$ cat config.mk
export PLATFORM = sky130hd
export DESIGN_NAME = uart_mem_loader
export DESIGN_NICKNAME = d
export VERILOG_FILES = /design/src/rtl/loader_pkg.sv /design/src/rtl/uart_rx_os.sv /design/src/rtl/uart_mem_loader.sv
export SDC_FILE = /design/constraint.sdc
export NUM_CORES = 1
export LEC_CHECK = 0
export ABC_AREA = 1
export BUFFER_PORTS_ARGS = -buffer_cell sky130_fd_sc_hd__buf_2
export CORE_UTILIZATION = 23
export CTS_CLUSTER_DIAMETER = 150
export CTS_CLUSTER_SIZE = 12
export DETAILED_ROUTE_END_ITERATION = 12
export GPL_TIMING_DRIVEN = 0
export SYNTH_ARGS = -nofsm -noshare
export SYNTH_HDL_FRONTEND = slang
export SYNTH_SLANG_ARGS = --single-unit
$ cat constraint.sdc
create_clock -name clk -period 3.8 [get_ports clk]
set_input_delay 0.38 -clock clk [delete_from_list [all_inputs] [get_ports clk]]
set_output_delay 0.38 -clock clk [all_outputs]
set_load 0.05 [all_outputs]
$ cat src/rtl/loader_pkg.sv
// ============================================================================
// Module : loader_pkg
// Brief  : Shared state encodings and helpers for the UART memory loader.
// Rev    : 1.0  initial release
// ============================================================================
`default_nettype none

package loader_pkg;

   typedef enum logic [1:0] {
      RX_IDLE  = 2'd0,
      RX_START = 2'd1,
      RX_DATA  = 2'd2,
      RX_STOP  = 2'd3
   } rx_state_t;

   typedef enum logic [1:0] {
      WR_IDLE  = 2'd0,
      WR_SETUP = 2'd1,
      WR_WRITE = 2'd2,
      WR_INC   = 2'd3
   } wr_state_t;

   // Counter width for a modulus n, never narrower than one bit.
   function automatic int clog2_min1(input int n);
      return (n > 1) ? $clog2(n) : 1;
   endfunction

endpackage

`default_nettype wire

$ cat src/rtl/uart_rx_os.sv
// ============================================================================
// Module : uart_rx_os
// Brief  : Oversampling 8N1 receiver with synchroniser and free-running tick.
// Rev    : 1.0  initial release
// ============================================================================
`default_nettype none

module uart_rx_os
   import loader_pkg::*;
#(
   parameter int CLKS_PER_SAMPLE = 4,
   parameter int OVS             = 12
) (
   input  logic       clk,
   input  logic       reset,
   input  logic       rx,
   output logic [7:0] rx_byte,
   output logic       byte_valid,
   output logic       frame_error_pulse
);

   localparam int c_DIV_W = clog2_min1(CLKS_PER_SAMPLE);
   localparam int c_SUB_W = clog2_min1(OVS);
   localparam logic [c_DIV_W-1:0] c_DIV_LAST = c_DIV_W'(CLKS_PER_SAMPLE - 1);
   localparam logic [c_SUB_W-1:0] c_SUB_HALF = c_SUB_W'(OVS / 2 - 1);
   localparam logic [c_SUB_W-1:0] c_SUB_LAST = c_SUB_W'(OVS - 1);

   logic               r_rx_meta;
   logic               r_rx_sync;
   logic               r_rx_prev;
   logic [c_DIV_W-1:0] r_div;
   logic               w_tick;
   logic               w_fall;
   rx_state_t          r_state;
   rx_state_t          w_state_next;
   logic [c_SUB_W-1:0] r_sub;
   logic [c_SUB_W-1:0] w_sub_next;
   logic [2:0]         r_bit;
   logic [2:0]         w_bit_next;
   logic [7:0]         r_shift;
   logic [7:0]         w_shift_next;

   // Synchroniser and edge history idle high so reset release is not a start edge.
   always_ff @(posedge clk or negedge reset) begin
      if (!reset) begin
         r_rx_meta <= 1'b1;
         r_rx_sync <= 1'b1;
         r_rx_prev <= 1'b1;
         r_div     <= '0;
      end else begin
         r_rx_meta <= rx;
         r_rx_sync <= r_rx_meta;
         r_rx_prev <= r_rx_sync;
         r_div     <= w_tick ? '0 : r_div + 1'b1;
      end
   end

   assign w_tick = (r_div == c_DIV_LAST);
   assign w_fall = r_rx_prev & ~r_rx_sync;

   always_ff @(posedge clk or negedge reset) begin
      if (!reset) begin
         r_state <= RX_IDLE;
         r_sub   <= '0;
         r_bit   <= '0;
         r_shift <= '0;
      end else begin
         r_state <= w_state_next;
         r_sub   <= w_sub_next;
         r_bit   <= w_bit_next;
         r_shift <= w_shift_next;
      end
   end

   always_comb begin
      w_state_next      = r_state;
      w_sub_next        = r_sub;
      w_bit_next        = r_bit;
      w_shift_next      = r_shift;
      byte_valid        = 1'b0;
      frame_error_pulse = 1'b0;
      case (r_state)
         RX_IDLE: begin
            if (w_fall) begin
               w_state_next = RX_START;
               w_sub_next   = '0;
            end
         end
         RX_START: begin
            if (w_tick) begin
               if (r_sub == c_SUB_HALF) begin
                  w_sub_next   = '0;
                  w_bit_next   = '0;
                  w_state_next = r_rx_sync ? RX_IDLE : RX_DATA;
               end else begin
                  w_sub_next = r_sub + 1'b1;
               end
            end
         end
         RX_DATA: begin
            if (w_tick) begin
               if (r_sub == c_SUB_LAST) begin
                  w_sub_next   = '0;
                  w_shift_next = {r_rx_sync, r_shift[7:1]};
                  w_bit_next   = r_bit + 1'b1;
                  if (r_bit == 3'd7) begin
                     w_state_next = RX_STOP;
                  end
               end else begin
                  w_sub_next = r_sub + 1'b1;
               end
            end
         end
         RX_STOP: begin
            if (w_tick) begin
               if (r_sub == c_SUB_LAST) begin
                  byte_valid        = r_rx_sync;
                  frame_error_pulse = ~r_rx_sync;
                  w_sub_next        = '0;
                  w_state_next      = RX_IDLE;
               end else begin
                  w_sub_next = r_sub + 1'b1;
               end
            end
         end
         default: w_state_next = RX_IDLE;
      endcase
   end

   assign rx_byte = r_shift;

endmodule

`default_nettype wire

$ cat src/rtl/uart_mem_loader.sv
// ============================================================================
// Module : uart_mem_loader
// Brief  : Assembles UART bytes into little-endian words and writes them out.
// Rev    : 1.0  initial release
// ============================================================================
`default_nettype none

module uart_mem_loader
   import loader_pkg::*;
#(
   parameter int          ADR_W           = 21,
   parameter int          WORD_BYTES      = 1,
   parameter int          CLKS_PER_SAMPLE = 4,
   parameter int          OVS             = 12,
   parameter int unsigned BASE_ADR        = 0
) (
   input  logic                    clk,
   input  logic                    reset,
   input  logic                    rx,
   output logic [ADR_W-1:0]        adr,
   output logic [WORD_BYTES*8-1:0] data,
   output logic                    write,
   input  logic                    write_ready,
   output logic                    busy,
   output logic                    frame_err,
   output logic                    overrun,
   output logic [ADR_W-1:0]        word_count
);

   localparam int                 c_IDX_W    = clog2_min1(WORD_BYTES);
   localparam logic [c_IDX_W-1:0] c_IDX_LAST = c_IDX_W'(WORD_BYTES - 1);
   localparam logic [ADR_W-1:0]   c_BASE     = ADR_W'(BASE_ADR);

   logic [7:0]                  w_rx_byte;
   logic                        w_byte_valid;
   logic                        w_frame_error_pulse;
   logic [c_IDX_W-1:0]          r_idx;
   logic [WORD_BYTES-1:0][7:0]  r_lanes;
   logic [WORD_BYTES*8-1:0]     w_word;
   logic                        w_word_done;
   logic                        w_accept;
   wr_state_t                   r_wr_state;
   wr_state_t                   w_wr_next;

   uart_rx_os #(
      .CLKS_PER_SAMPLE (CLKS_PER_SAMPLE),
      .OVS             (OVS)
   ) u_rx (
      .clk               (clk),
      .reset             (reset),
      .rx                (rx),
      .rx_byte           (w_rx_byte),
      .byte_valid        (w_byte_valid),
      .frame_error_pulse (w_frame_error_pulse)
   );

   assign w_word_done = w_byte_valid && (r_idx == c_IDX_LAST);
   assign w_accept    = w_word_done && (r_wr_state == WR_IDLE);

   // The completing byte is merged directly so the word is ready in the byte_valid cycle.
   for (genvar gi = 0; gi < WORD_BYTES; gi++) begin : g_lane
      assign w_word[gi*8 +: 8] = (r_idx == c_IDX_W'(gi)) ? w_rx_byte : r_lanes[gi];
   end

   always_ff @(posedge clk or negedge reset) begin
      if (!reset) begin
         r_wr_state <= WR_IDLE;
      end else begin
         r_wr_state <= w_wr_next;
      end
   end

   always_comb begin
      w_wr_next = r_wr_state;
      write     = 1'b0;
      case (r_wr_state)
         WR_IDLE:  if (w_word_done) w_wr_next = WR_SETUP;
         WR_SETUP: w_wr_next = WR_WRITE;
         WR_WRITE: begin
            write = 1'b1;
            if (write_ready) w_wr_next = WR_INC;
         end
         WR_INC:   w_wr_next = WR_IDLE;
         default:  w_wr_next = WR_IDLE;
      endcase
   end

   always_ff @(posedge clk or negedge reset) begin
      if (!reset) begin
         r_idx      <= '0;
         r_lanes    <= '0;
         data       <= '0;
         adr        <= c_BASE;
         word_count <= '0;
         frame_err  <= 1'b0;
         overrun    <= 1'b0;
      end else begin
         if (w_byte_valid) begin
            for (int i = 0; i < WORD_BYTES; i++) begin
               if (r_idx == c_IDX_W'(i)) r_lanes[i] <= w_rx_byte;
            end
            r_idx <= (r_idx == c_IDX_LAST) ? '0 : r_idx + 1'b1;
         end
         if (w_accept) data <= w_word;
         // A word finishing during WR_INC is counted as overrun: conservative by design.
         if (w_word_done && (r_wr_state != WR_IDLE)) overrun <= 1'b1;
         if (w_frame_error_pulse) frame_err <= 1'b1;
         if (r_wr_state == WR_INC) begin
            adr        <= adr + 1'b1;
            word_count <= word_count + 1'b1;
         end
      end
   end

   assign busy = (r_idx != '0) || (r_wr_state != WR_IDLE);

endmodule

`default_nettype wire

==> metrics.md <==
| Metric | Value |
|---|---|
| Outcome | completed |
| Multi-input gate area | 0.00146 mm2 |
| Final hold vios | 0 |
| Die area | 0.0163 mm2 |
| Drc violations | 0 |
| Ranking of synthesized cells by area | dfrtp_1 (50%), nand2_1 (8.8%), inv_1 (6.3%) |
| CTS Buf Count | 9 |
| Crit. End Element | output port |
| Layout net count | 482 |
| First-pass DRT Iterations | 4 |
| Vias | 2823 |
| Starting Density | 23.8% |
| Largest area contributor in the netlist | dfrtp_1 |
| Clock Skew | 0.00804 ns |
| Tot Pwr | 2.49 mW |
| Sequential cell area fraction in the yosys report | 52.3% |
| Distinct cells, synth | 30 |
| Slew margin rel. | 71.8% |
| Syn Nets | 412 |
| Crit-path cells | inv_1 > ha_1 > inv_1 > buf_2 |
| Clock Sinks | 76 |
| Post-Syn Instances | 398 |
| Ys async rst share | 100% |
| Peak Freq | 0.512 GHz |
| Final TNS setup | 0 ns |
| Crit start category | flip-flop |
| CTS tree | built |
| Total Routing Usage GR | 10.2% |
| Worst slew pin tran | 0.419 ns |
| Vias in the first global route | 2837 |
| Synth top area share | 50.1% |
| Leak | 2.35 nW |
| Crit path time final | 1.95 ns |
| Cell repeated most along the worst path | inv_1 |
| Most common cell in the synthesized netlist | nand2_1 |
| CTS Hold Buffers Added | 1 |
| Final Cycle Share | 51.4% |
| Syn avg cell area | 9.15 um2 |
| Antenna diodes | 0 |
| CTS resizes | 0 |
| Syn. warnings | 0 |
| RSZ-0062 raised after global routing | no |
| Crit Path Max Fanout | 4 |
| Max-Cap Viols | 0 |
| Row Count | 45 |
| # port buffers | 57 |
| Hold Crit Class | primary input to flip-flop |
| WS Path Type | flip-flop to output port |
| Slowest cell on the critical path | dfrtp_1 |
| Synth Cell Area | 0.00364 mm2 |
| Final HPWL from detailed placement | 5510 um |
| R2r setup slk | 2.11 ns |
| Most frequent cells after synthesis | nand2_1 (85), dfrtp_1 (73), inv_1 (61) |
| Layout cells sized above 1 | 21.6% |
| Initial antenna violation count | 0 |
| Die Span X | 128 um |
| Max incr delay on CP | 0.35 ns |
| Fill count | 1641 |
| Final antenna-violating net count | 0 |
| First-pass GRT wire length | 13200 um |
| Number of vias per cell | 4.13 |
| Routability cong. | 0.760 |
| Wire per inst | 11.2 um |
| Post-Route WL | 7630 um |
| Clock slew at reported path FFs | 0.07 ns |
| Core Box Area | 0.0153 mm2 |
| Bufs on Longest Clock Path | 2 |
| Die Span Y | 128 um |
| Clk root buf | clkbuf_16 |
| Number of flops mapped to enable cells by yosys | 0 |
| Main flop type after synthesis | dfrtp_1 |
| Area growth, synth to finish | 24.2% |
| Data required, critical path | 3.42 ns |
| DR iter-0 viols | 103 |
| Setup repair bufs after CTS | 0 |
| Grt ovf | 0 |
| IO Pins | 58 |
| #FFs+latches synth | 76 |
| IR drop worst, VDD | 215 uV |
| Count of pins over their slew limit | 0 |
| PD cells | 550 mW/mm2 |
| Final setup viols | 0 |
| Final core occ | 29.5% |
| Largest net degree at the start of global routing | 71 |
| Htree depth | 3 |
| Crit path DAT | 1.57 ns |
| Seq. cell area | 0.00191 mm2 |
| Clk_lat worst skew | 0.34 ns |
-- stage by stage --
step / worst slack [ns] / cell area (um2) / hold WS [ns] / instances
finish: 1.85 / 4520 / 0.131 / 684
global route: 1.76 / 4520 / 0.111 / 684
CTS: 1.81 / 4520 / 0.113 / 684
detailed placement: 2.08 / 4220 / 0.211 / 667
global placement: 1.80 / 4190 / 0.348 / 666
floorplan: 2.05 / 3640 / 0.0844 / 398
-- worst max-delay path: cells and delay by family, from the launching register on --
kind,cells,cell delay (ns)
adders and majority gates,1,0.30
DFF,1,0.35
buffers and inverters,3,0.59
-- registers in the layout, summed over array words and instances (netlist names), named ones only --
| register | flops |
|---|---|
| u_rx.r_sub | 4 |
| u_rx.r_rx_sync | 1 |
| u_rx.r_state | 1 |
| u_rx.r_rx_prev | 1 |
| word_count | 21 |
| u_rx.r_bit | 3 |
| frame_err | 1 |
| u_rx.r_rx_meta | 1 |
| u_rx.r_div | 2 |
| adr | 21 |
| r_wr_state | 2 |
| overrun | 1 |
| u_rx.rx_byte | 8 |
| data | 8 |
-- cells in the final DEF, fill, tap and decap left out, drive strengths merged --
cell / n
a21oi: 9
buf: 61
clkbuf: 9
clkinv: 2
dfrtp: 73
dfstp: 3
dlygate4sd3: 1
ha: 10
inv: 69
nand2: 87
nand3: 27
nand3b: 2
nand4: 13
nor2: 41
nor3: 10
nor4: 1
o21ai: 18
o21bai: 2
o31ai: 2
xnor2: 12
xor2: 21
-- cells by family (layout without fill, tap and decap cells) --
group / count (synthesis) / count (layout) / share of synthesized area (%)
buffers and inverters: 67 / 142 / 7.66
xor gates and xnor gates: 33 / 33 / 7.93
adders and majority gates: 10 / 10 / 3.43
AOI/OAI and AO/OA: 31 / 31 / 4.74
and+or+nand+nor: 181 / 181 / 23.9
DFF: 76 / 76 / 52.3
-- routing by layer --
layer	up-vias	part of all wire, %	track usage, %
li1	1394	-	-
met1	1354	46	12.1
met2	62	48	17.3
met3	13	4.4	3.21
met4	0	1.7	3.74
met5	-	0	0
-- report_power, final --
group | internal [mW] | switching [mW] | total (mW)
logic | 0.168 | 0.476 | 0.644
registers | 0.892 | 0.103 | 0.995
clock network | 0.461 | 0.387 | 0.848
-- layout make-up --
| cell class | count | share of cell area (%) |
|---|---|---|
| Buffer | 3 | 0.857 |
| Clock buffer | 9 | 4.98 |
| Clock inverter | 7 | 1.47 |
| Inverter | 64 | 5.31 |
| Multi-Input combinational cell | 255 | 32.2 |
| Sequential cell | 76 | 42.1 |
| Tap cell | 211 | 5.84 |
| Timing Repair Buffer | 59 | 7.19 |
-- final timing paths --
| path | start | end | cells after the start |
|---|---|---|---|
| min in group asynchronous | reset | word_count[16]$_DFFE_PN0N_ | 2 |
| max in group asynchronous | reset | u_rx.r_rx_prev$_DFF_PN1_ | 3 |
| worst min-delay path | rx | u_rx.r_rx_meta$_DFF_PN1_ | 1 |
| worst max-delay path | r_wr_state[0]$_DFFE_PN0P_ | busy | 4 |
| worst min register to register | u_rx.r_rx_meta$_DFF_PN1_ | u_rx.r_rx_sync$_DFF_PN1_ | 0 |
| worst max register to register | r_wr_state[1]$_DFFE_PN0P_ | adr[16]$_DFFE_PN0N_ | 7 |
(Power assumes the default switching activity.)
